==> src/rtl/seq_multiplier_if.sv <==
`timescale 1ns/1ps
// ---------------------------------------------------------------------------
// seq_multiplier_if
// Request/result bundle between pipeline control and the sequential
// multiplier.
//   start     : request strobe, sampled on the rising clock edge
//   signal    : 6-bit function code (MULT / MULTU)
//   src_a     : multiplicand (rs value)
//   src_b     : multiplier (rt value)
//   multi_out : registered 2*WIDTH product feeding HI/LO
//   busy      : high while a multiply is in flight
//   done      : one-cycle pulse when multi_out has just been updated
// Modports: master = requester (pipeline control), slave = multiplier.
// ---------------------------------------------------------------------------
interface seq_multiplier_if #(
  parameter int WIDTH = 32
);
  logic                 start;
  logic [5:0]           signal;
  logic [WIDTH-1:0]     src_a;
  logic [WIDTH-1:0]     src_b;
  logic [2*WIDTH-1:0]   multi_out;
  logic                 busy;
  logic                 done;

  modport master (
    output start, signal, src_a, src_b,
    input  multi_out, busy, done
  );

  modport slave (
    input  start, signal, src_a, src_b,
    output multi_out, busy, done
  );
endinterface

==> src/rtl/seq_multiplier.sv <==
`timescale 1ns/1ps
// ---------------------------------------------------------------------------
// seq_multiplier
// Multi-cycle shift-add multiplier for MULT (signed) and MULTU (unsigned).
// Drives the HI/LO register, which samples multi_out every clock, so
// multi_out only changes when a product completes (or on reset).
//
// Ports:
//   clk   : rising-edge clock
//   reset : asynchronous, active-high; clears all state
//   bus   : seq_multiplier_if.slave (start, signal, src_a, src_b in;
//           multi_out, busy, done out)
//
// Configuration macro:
//   MULT_RADIX4_EN : when defined, retires two multiplier bits per cycle
//                    (latency WIDTH/2); otherwise one bit per cycle
//                    (latency WIDTH).
//
// Signed multiplies run on magnitudes and negate the final product when the
// operand signs differ; the most negative operand's magnitude is still
// representable as an unsigned WIDTH-bit value.
// ---------------------------------------------------------------------------
module seq_multiplier #(
  parameter int         WIDTH       = 32,
  parameter logic [5:0] FUNCT_MULT  = 6'd24,
  parameter logic [5:0] FUNCT_MULTU = 6'd25
) (
  input  logic              clk,
  input  logic              reset,
  seq_multiplier_if.slave   bus
);

`ifdef MULT_RADIX4_EN
  localparam int STEP = 2;
`else
  localparam int STEP = 1;
`endif
  localparam int STEPS = WIDTH / STEP;
  localparam int CW    = $clog2(STEPS + 1);

  typedef enum logic [1:0] {IDLE, RUN, DONE} state_t;

  state_t               state, state_next;
  logic [WIDTH-1:0]     mcand;
  logic [WIDTH-1:0]     mplr;
  logic                 neg;
  logic [2*WIDTH-1:0]   acc;
  logic [2*WIDTH-1:0]   acc_next;
  logic [CW-1:0]        counter;
  logic [2*WIDTH-1:0]   multi_out_q;

  logic                 is_mult;
  logic                 sig_ok;
  logic                 accept;
  logic                 last;
  logic [WIDTH-1:0]     a_mag;
  logic [WIDTH-1:0]     b_mag;
  logic [WIDTH+STEP-1:0] addend;
  logic [WIDTH+STEP-1:0] hi_sum;

  assign is_mult = (bus.signal == FUNCT_MULT);
  assign sig_ok  = is_mult || (bus.signal == FUNCT_MULTU);
  // A request in RUN is dropped; DONE can accept for back-to-back issue.
  assign accept  = bus.start && sig_ok && (state != RUN);
  assign last    = (state == RUN) && (counter == CW'(STEPS - 1));

  assign a_mag = (is_mult && bus.src_a[WIDTH-1]) ? -bus.src_a : bus.src_a;
  assign b_mag = (is_mult && bus.src_b[WIDTH-1]) ? -bus.src_b : bus.src_b;

`ifdef MULT_RADIX4_EN
  logic [WIDTH+1:0] mcand3;

  always_comb begin
    unique case (mplr[1:0])
      2'd0:    addend = '0;
      2'd1:    addend = {2'b00, mcand};
      2'd2:    addend = {1'b0, mcand, 1'b0};
      default: addend = mcand3;
    endcase
  end
`else
  assign addend = mplr[0] ? {1'b0, mcand} : '0;
`endif

  // Add into the upper half with the carry kept, then shift the whole
  // accumulator right by the number of bits retired this cycle.
  assign hi_sum   = {{STEP{1'b0}}, acc[2*WIDTH-1:WIDTH]} + addend;
  assign acc_next = {hi_sum, acc[WIDTH-1:STEP]};

  // NOTE: state register and next-state logic are split; the always_comb
  // assigns state_next a default first so no path can infer a latch.
  always_ff @(posedge clk or posedge reset) begin
    if (reset) state <= IDLE;
    else       state <= state_next;
  end

  always_comb begin
    state_next = state;
    unique case (state)
      IDLE:    if (accept) state_next = RUN;
      RUN:     if (last)   state_next = DONE;
      DONE:    state_next = accept ? RUN : IDLE;
      default: state_next = IDLE;
    endcase
  end

  // NOTE: all datapath registers use non-blocking assignments so every
  // register samples the pre-edge values computed by the combinational logic.
  always_ff @(posedge clk or posedge reset) begin
    if (reset) begin
      mcand       <= '0;
      mplr        <= '0;
      neg         <= 1'b0;
      acc         <= '0;
      counter     <= '0;
      multi_out_q <= '0;
`ifdef MULT_RADIX4_EN
      mcand3      <= '0;
`endif
    end else if (accept) begin
      mcand   <= a_mag;
      mplr    <= b_mag;
      neg     <= is_mult && (bus.src_a[WIDTH-1] ^ bus.src_b[WIDTH-1]);
      acc     <= '0;
      counter <= '0;
`ifdef MULT_RADIX4_EN
      mcand3  <= {2'b00, a_mag} + {1'b0, a_mag, 1'b0};
`endif
    end else if (state == RUN) begin
      acc     <= acc_next;
      mplr    <= mplr >> STEP;
      counter <= counter + CW'(1);
      if (last) multi_out_q <= neg ? -acc_next : acc_next;
    end
  end

  assign bus.multi_out = multi_out_q;
  assign bus.busy      = (state == RUN);
  assign bus.done      = (state == DONE);

endmodule

==> src/flat_wrapper.sv <==
// flat-port wrapper written by rule: the top's interface ports become plain ports
module seq_multiplier_flat 
#(
  parameter int         WIDTH       = 32,
  parameter logic [5:0] FUNCT_MULT  = 6'd24,
  parameter logic [5:0] FUNCT_MULTU = 6'd25
)
  (clk, reset, bus_start, bus_signal, bus_src_a, bus_src_b, bus_multi_out, bus_busy, bus_done);
  seq_multiplier_if #(.WIDTH(WIDTH)) bus_i ();
  input  logic clk;
  input  logic reset;
  input wire logic [$bits(bus_i.start)-1:0] bus_start;
  input wire logic [$bits(bus_i.signal)-1:0] bus_signal;
  input wire logic [$bits(bus_i.src_a)-1:0] bus_src_a;
  input wire logic [$bits(bus_i.src_b)-1:0] bus_src_b;
  output wire logic [$bits(bus_i.multi_out)-1:0] bus_multi_out;
  output wire logic [$bits(bus_i.busy)-1:0] bus_busy;
  output wire logic [$bits(bus_i.done)-1:0] bus_done;
  assign bus_i.start = bus_start;
  assign bus_i.signal = bus_signal;
  assign bus_i.src_a = bus_src_a;
  assign bus_i.src_b = bus_src_b;
  assign bus_multi_out = bus_i.multi_out;
  assign bus_busy = bus_i.busy;
  assign bus_done = bus_i.done;
  seq_multiplier #(.WIDTH(WIDTH), .FUNCT_MULT(FUNCT_MULT), .FUNCT_MULTU(FUNCT_MULTU)) u_core (.clk(clk), .reset(reset), .bus(bus_i));
endmodule
==> config.mk <==
export PLATFORM = sky130hd
export DESIGN_NAME = seq_multiplier_flat
export DESIGN_NICKNAME = d
export VERILOG_FILES = /design/src/rtl/seq_multiplier_if.sv /design/src/rtl/seq_multiplier.sv /design/src/flat_wrapper.sv
export SDC_FILE = /design/constraint.sdc
export NUM_CORES = 1
export LEC_CHECK = 0
export CAP_MARGIN = 20
export CORE_ASPECT_RATIO = 0.8
export CORE_UTILIZATION = 59
export DETAILED_ROUTE_END_ITERATION = 7
export DONT_BUFFER_PORTS = 1
export PLACE_DENSITY = 0.78
export SYNTH_ARGS = -nofsm -noshare
export SYNTH_HDL_FRONTEND = slang
export SYNTH_SLANG_ARGS = --single-unit
==> constraint.sdc <==
create_clock -name clk -period 6.61 [get_ports clk]
set_clock_uncertainty 0.05 [all_clocks]
set_input_delay 0.9915 -clock clk [delete_from_list [all_inputs] [get_ports clk]]
set_output_delay 0.9915 -clock clk [all_outputs]
set_load 0.01 [all_outputs]
# Yosys cells after proc, flatten, opt, wreduce, memory -nomap -nowiden
# Cells that the tools add are included.
# Widths: inputs -> output; s select.
[word_totals] output_inout_bits=66 reg_bits=201 in_bits=73
[op_classes] bitwise_logic=2 n_reduce_logical=11 eq_ne=8 n_addsub=5 n_mux=14
[ops] op="$mux 64" n=3
[ops] op="$mux 32" n=5
[ops] op="$neg 32->32" n=2
[ops] op="$neg 64->64" n=1
[ops] op="$add 32x33->33" n=1
[ops] op="$eq 6x5->1 const B" n=3
[ops] op="$mux 6" n=2
[ops] op="$add 6x1->6 const B" n=1
[ops] op="$logic_and 1x1->1" n=6
[ops] op="$ne 2x1->1 const B" n=3
[ops] op="$pmux 2 s3" n=1
[ops] op="$mux 2" n=2
[ops] op="$reduce_and 3->1" n=1
[ops] op="$eq 2x1->1 const B" n=1
[ops] op="$eq 2x2->1 const B" n=1
[ops] op="$logic_not 2->1" n=1
[ops] op="$reduce_and 2->1" n=1
[ops] op="$reduce_bool 2->1" n=1
[ops] op="$logic_or 1x1->1" n=1
[ops] op="$mux 1" n=1
[ops] op="$not 1->1" n=1
[ops] op="$xor 1x1->1" n=1

# Longest topological paths before layout
[depth] depth_word=6 depth_mapped=15

# Least setup slack after synthesis
# Ideal clock, no wire load.
[synth_timing] path_kind="flip-flop to flip-flop" start="register u_core.mplr[0]" end="register u_core.multi_out_q[59] (netlist: u_core.bus.multi_out[59])" setup_ns=0.132 period_less_slack_ns=4.022 required_ns=6.428 path_stages_with_launch=16 path_slack_ns=2.588 arrival_ns=3.841 path_cell_list="dfrtp_1 > clkbuf_1 > and2_1 > ha_1 > fa_1 > a211oi_1 > o31ai_2 > a21oi_2 > a21oi_1 > o31ai_1 > xor2_1 > or3b_1 > clkbuf_1 > o41ai_1 > xnor2_1 > o21ai_1"
[synth_between] elab_chain_cells=4
[synth_rtl] item="start, declared" line_no="seq_multiplier.sv:45" source="logic [WIDTH-1:0] mplr;"
[synth_rtl] item="start signal, assigned" line_no="seq_multiplier.sv:122" source="mplr <= b_mag;"
[synth_rtl] item="start signal, assigned" line_no="seq_multiplier.sv:131" source="mplr <= mplr >> STEP;"
[synth_rtl] item="$mux 32 *" line_no="seq_multiplier.sv:82" source="assign addend = mplr[0] ? {1'b0, mcand} : '0;"
[synth_rtl] item="$add 32x33->33 *" line_no="seq_multiplier.sv:87" source="assign hi_sum = {{STEP{1'b0}}, acc[2*WIDTH-1:WIDTH]} + addend;"
[synth_rtl] item="$neg 64->64" line_no="seq_multiplier.sv:133" source="if (last) multi_out_q <= neg ? -acc_next : acc_next;"
[synth_rtl] item="$mux 64 *" line_no="seq_multiplier.sv:133"
[synth_rtl] item="end signal, assigned" line_no="seq_multiplier.sv:133"
[synth_rtl] item="end, declared" line_no="seq_multiplier.sv:50" source="logic [2*WIDTH-1:0] multi_out_q;"
# Mark *: on every way between the ends. The rest lies on a longest branch, timed or not.
# A chain may end at the register's enable or synchronous reset.

# Worst setup path in the final report
[layout_timing] start="register u_core.mplr[0]" end="register u_core.multi_out_q[60] (netlist: u_core.bus.multi_out[60])"
# Same word-level chain as after synthesis.

==> metrics.txt <==
crit path to u_core.bus.multi_out[60]; Crit path top cell by count o21ai_0; Bufs and invs on worst path 0; syn nets 1,653; final hold vios 0; hold_buf cts 0; Psw 1110 uW; IO Pins 139; antenna diode count 0; slowest cell delay on critical path 0.76 ns; top cell family by delay on the critical path compound AO/OA/AOI/OAI gates; layout cells sized above 1 0.0423; clock-pin slew on the worst setup and hold paths 0.07 ns; overall routing resource usage 0.291; worst reg2reg path endpoint u_core.bus.multi_out[60]; crit-path cells and2_1, ha_1, a21oi_1, o21ai_0, a41oi_1, a311oi_1, a211oi_1, nand4_1, o31ai_1, xor2_1, o21ai_0; Final Util 0.638; Yosys reg bits 200; DR WL/cell 17.5 um; startpoint types flip-flop; Int Pwr 2160 uW; Yosys cell types 73; # fillers 1,826; CP Capture Type flip-flop; Gate power share 0.200; RSZ-0062 raised after global routing no; Flop pwr share 0.478; CP Launch Point u_core.mplr[0]; CTS buffer count 17; ANT nets after route 0; Area growth, synth to finish 5.49%; Port Buffers 0; Synth Warn # 0; Via-to-Cell Ratio 6.13; later-pin clock latency in the skew report 0.43 ns; post-synthesis sequential area ratio 0.398; failing checks design-rule violations; Async SR Flop Fraction 1.00; pin count of the biggest net entering global routing 124; Peak Freq about 210 MHz; actual slew at the worst max-slew pin 1.01 ns; Critical Path RT 6.86 ns; CTS tree yes; r2r setup slk 1.84 ns; row cnt 47; worst min-delay path class reg2reg; first-pass GRT wire length slightly above 50,000 um; final WL 30,800 um; WP depth 11; min cycle time layout about 4.8 ns; number of flops mapped to enable cells by yosys 0; DIE AREA 21,900 sq um; Area contributors post-synth dfrtp_1, o21ai_0, nand2_1; total negative slack 0 ns; # DRC 20; final-report setup violation count 0; initial antenna violation count 0; leak pwr 0.00565 uW; fin crit share 0.722; maximum vdd drop 159 uV; DP Wirelength 22,000 um; WS Path Type reg2reg; post-cts resize count 0; worst reg2reg startpoint u_core.mplr[0]; average cell area after synthesis 8.16 sq um; critical path's slowest cell dfrtp_1; Layout Nets 1,588; CTS H-tree depth 4; Switching Share 0.339; setup bufs post-CTS 0; Max-slew headroom 0.327; Mapped Cells 1,543; CP arrival roughly 5 ns; PwrDens 247 nW/um^2; die height 133 um; status complete, but fails checks; initial core utilization 0.605; # Max-Cap Violations 0; share of the synthesized area in the top cell type 0.398; # clock sinks 200; total gr overflow 0; Detailed Routing Iterations Pass 1 7; synthesized cell area 12,600 sq um; Initial DRC Count 970; Die W 165 um; Placeable Area 20,800 sq um; clock buffer depth 2; vias in the first global route ~9.7k; critical path peak fanout 33; via count roughly 11k; clock root cell clkbuf_16; Top FF cell, synth dfrtp_1; post-synth top area cell dfrtp_1; Clk pwr share 0.322; GPL Wtd Cong 0.957; fin. max-slew vios 0; Worst R2R Path Depth 11
[final cells by class]
cell class | instances | area, sq um | share of cell area
Timing Repair Buffer | 9 | 100 | 0.00754
Tap cell | 269 | 337 | 0.0254
Sequential cell | 200 | 5000 | 0.377
Multi-Input combinational cell | 1227 | 7150 | 0.539
Clock inverter | 13 | 156 | 0.0118
Inverter | 23 | 93.8 | 0.00707
Clock buffer | 19 | 433 | 0.0326
[flip-flops by register name, indices dropped and copies added (netlist names)]
name,flops
u_core.bus.multi_out,64
u_core.neg,1
u_core.mcand,32
u_core.state,2
u_core.counter,6
u_core.mplr,32
u_core.acc,63
[per-stage QoR]
stage	area (sq um)	hold WS [ns]	total power, uW	setup slack [ns]	std cells
floorplan	12600	0.392	2060	0.114	1543
global placement	12600	0.398	2200	2.08	1726
detailed placement	12600	0.409	2230	1.87	1726
CTS	13200	0.423	3280	1.87	1758
global route	13300	0.450	3450	1.50	1760
finish	13300	0.424	3280	1.84	1760
[worst register-to-register path: stages, from the launching register on]
cell and delay [ns]:
dfrtp_1 0.76, and2_1 0.24, ha_1 0.35, a21oi_1 0.40, o21ai_0 0.16, a41oi_1 0.61, a311oi_1 0.36, a211oi_1 0.67
nand4_1 0.40, o31ai_1 0.38, xor2_1 0.17, o21ai_0 0.08
[power by group through the flow]
| stage | Clock, uW | Combinational, uW | Sequential (uW) |
|---|---|---|---|
| floorplan | 0 | 541 | 1510 |
| global placement | 0 | 623 | 1570 |
| detailed placement | 0 | 646 | 1590 |
| CTS | 1070 | 651 | 1560 |
| global route | 1110 | 744 | 1590 |
| finish | 1050 | 654 | 1570 |
[logic make-up after synthesis]
| family | share of synthesized area |
|---|---|
| flip-flops | 0.398 |
| buffers and inverters | 0.0353 |
| XOR/XNOR | 0.0967 |
| adder cells (fa/ha/maj) | 0.0374 |
| multiplexers | 0.00477 |
| AO/OA/AOI/OAI | 0.206 |
| AND/OR/NAND/NOR | 0.222 |
[cell usage after synthesis (4+ instances only)]
cell type / instances
xor2_1: 91
nand4_1: 19
buf_1: 4
ha_1: 36
a21o_1: 6
or2_2: 5
and2_1: 40
nor3_1: 25
xnor2_1: 48
nand2_1: 296
nor2_1: 80
and3_1: 10
nor4_1: 16
nand3_1: 44
and3b_1: 4
o21ai_0: 238
nand2b_1: 9
a31oi_1: 7
a311oi_1: 4
mux2i_1: 6
o211ai_1: 8
o21ai_1: 10
a21oi_1: 92
nor2b_1: 4
inv_1: 21
or3_1: 17
clkbuf_1: 87
or4_1: 7
o41ai_1: 13
o31ai_1: 33
o21a_1: 5
dfrtp_1: 200
a211oi_1: 4
[cell usage in the layout, fill, tap and decap left out, types with 36 or more instances in the layout]
cell     Yosys  routed
dfrtp_1    200     200
xnor2_1     48      48
xor2_1      91      91
ha_1        36      36
a21oi_1     92      92
nand2_1    296     293
nand3_1     44      44
nor2_1      80      80
o21ai_0    238     238
and2_1      40      41
[routing by layer]
metal,wire [um],track usage,up-vias
li1,-,-,5277
met1,15200,0.466,5088
met2,12800,0.398,394
met3,2480,0.0571,28
met4,389,0.0657,0
met5,0,0,-
[how the worst min path moves through the flow]
stage                     cells after the start          endpoint             start
final                                         2   u_core.mplr[24]   u_core.mplr[25]
after global routing                          2   u_core.mplr[21]   u_core.mplr[22]
after CTS                                     2   u_core.mplr[21]   u_core.mplr[22]
after detailed placement                      2   u_core.mplr[21]   u_core.mplr[22]
after global placement                        2   u_core.mplr[21]   u_core.mplr[22]
after floorplan                               2  u_core.mcand[23]  u_core.mcand[23]
Note: power is estimated with default switching activity, not from simulation.
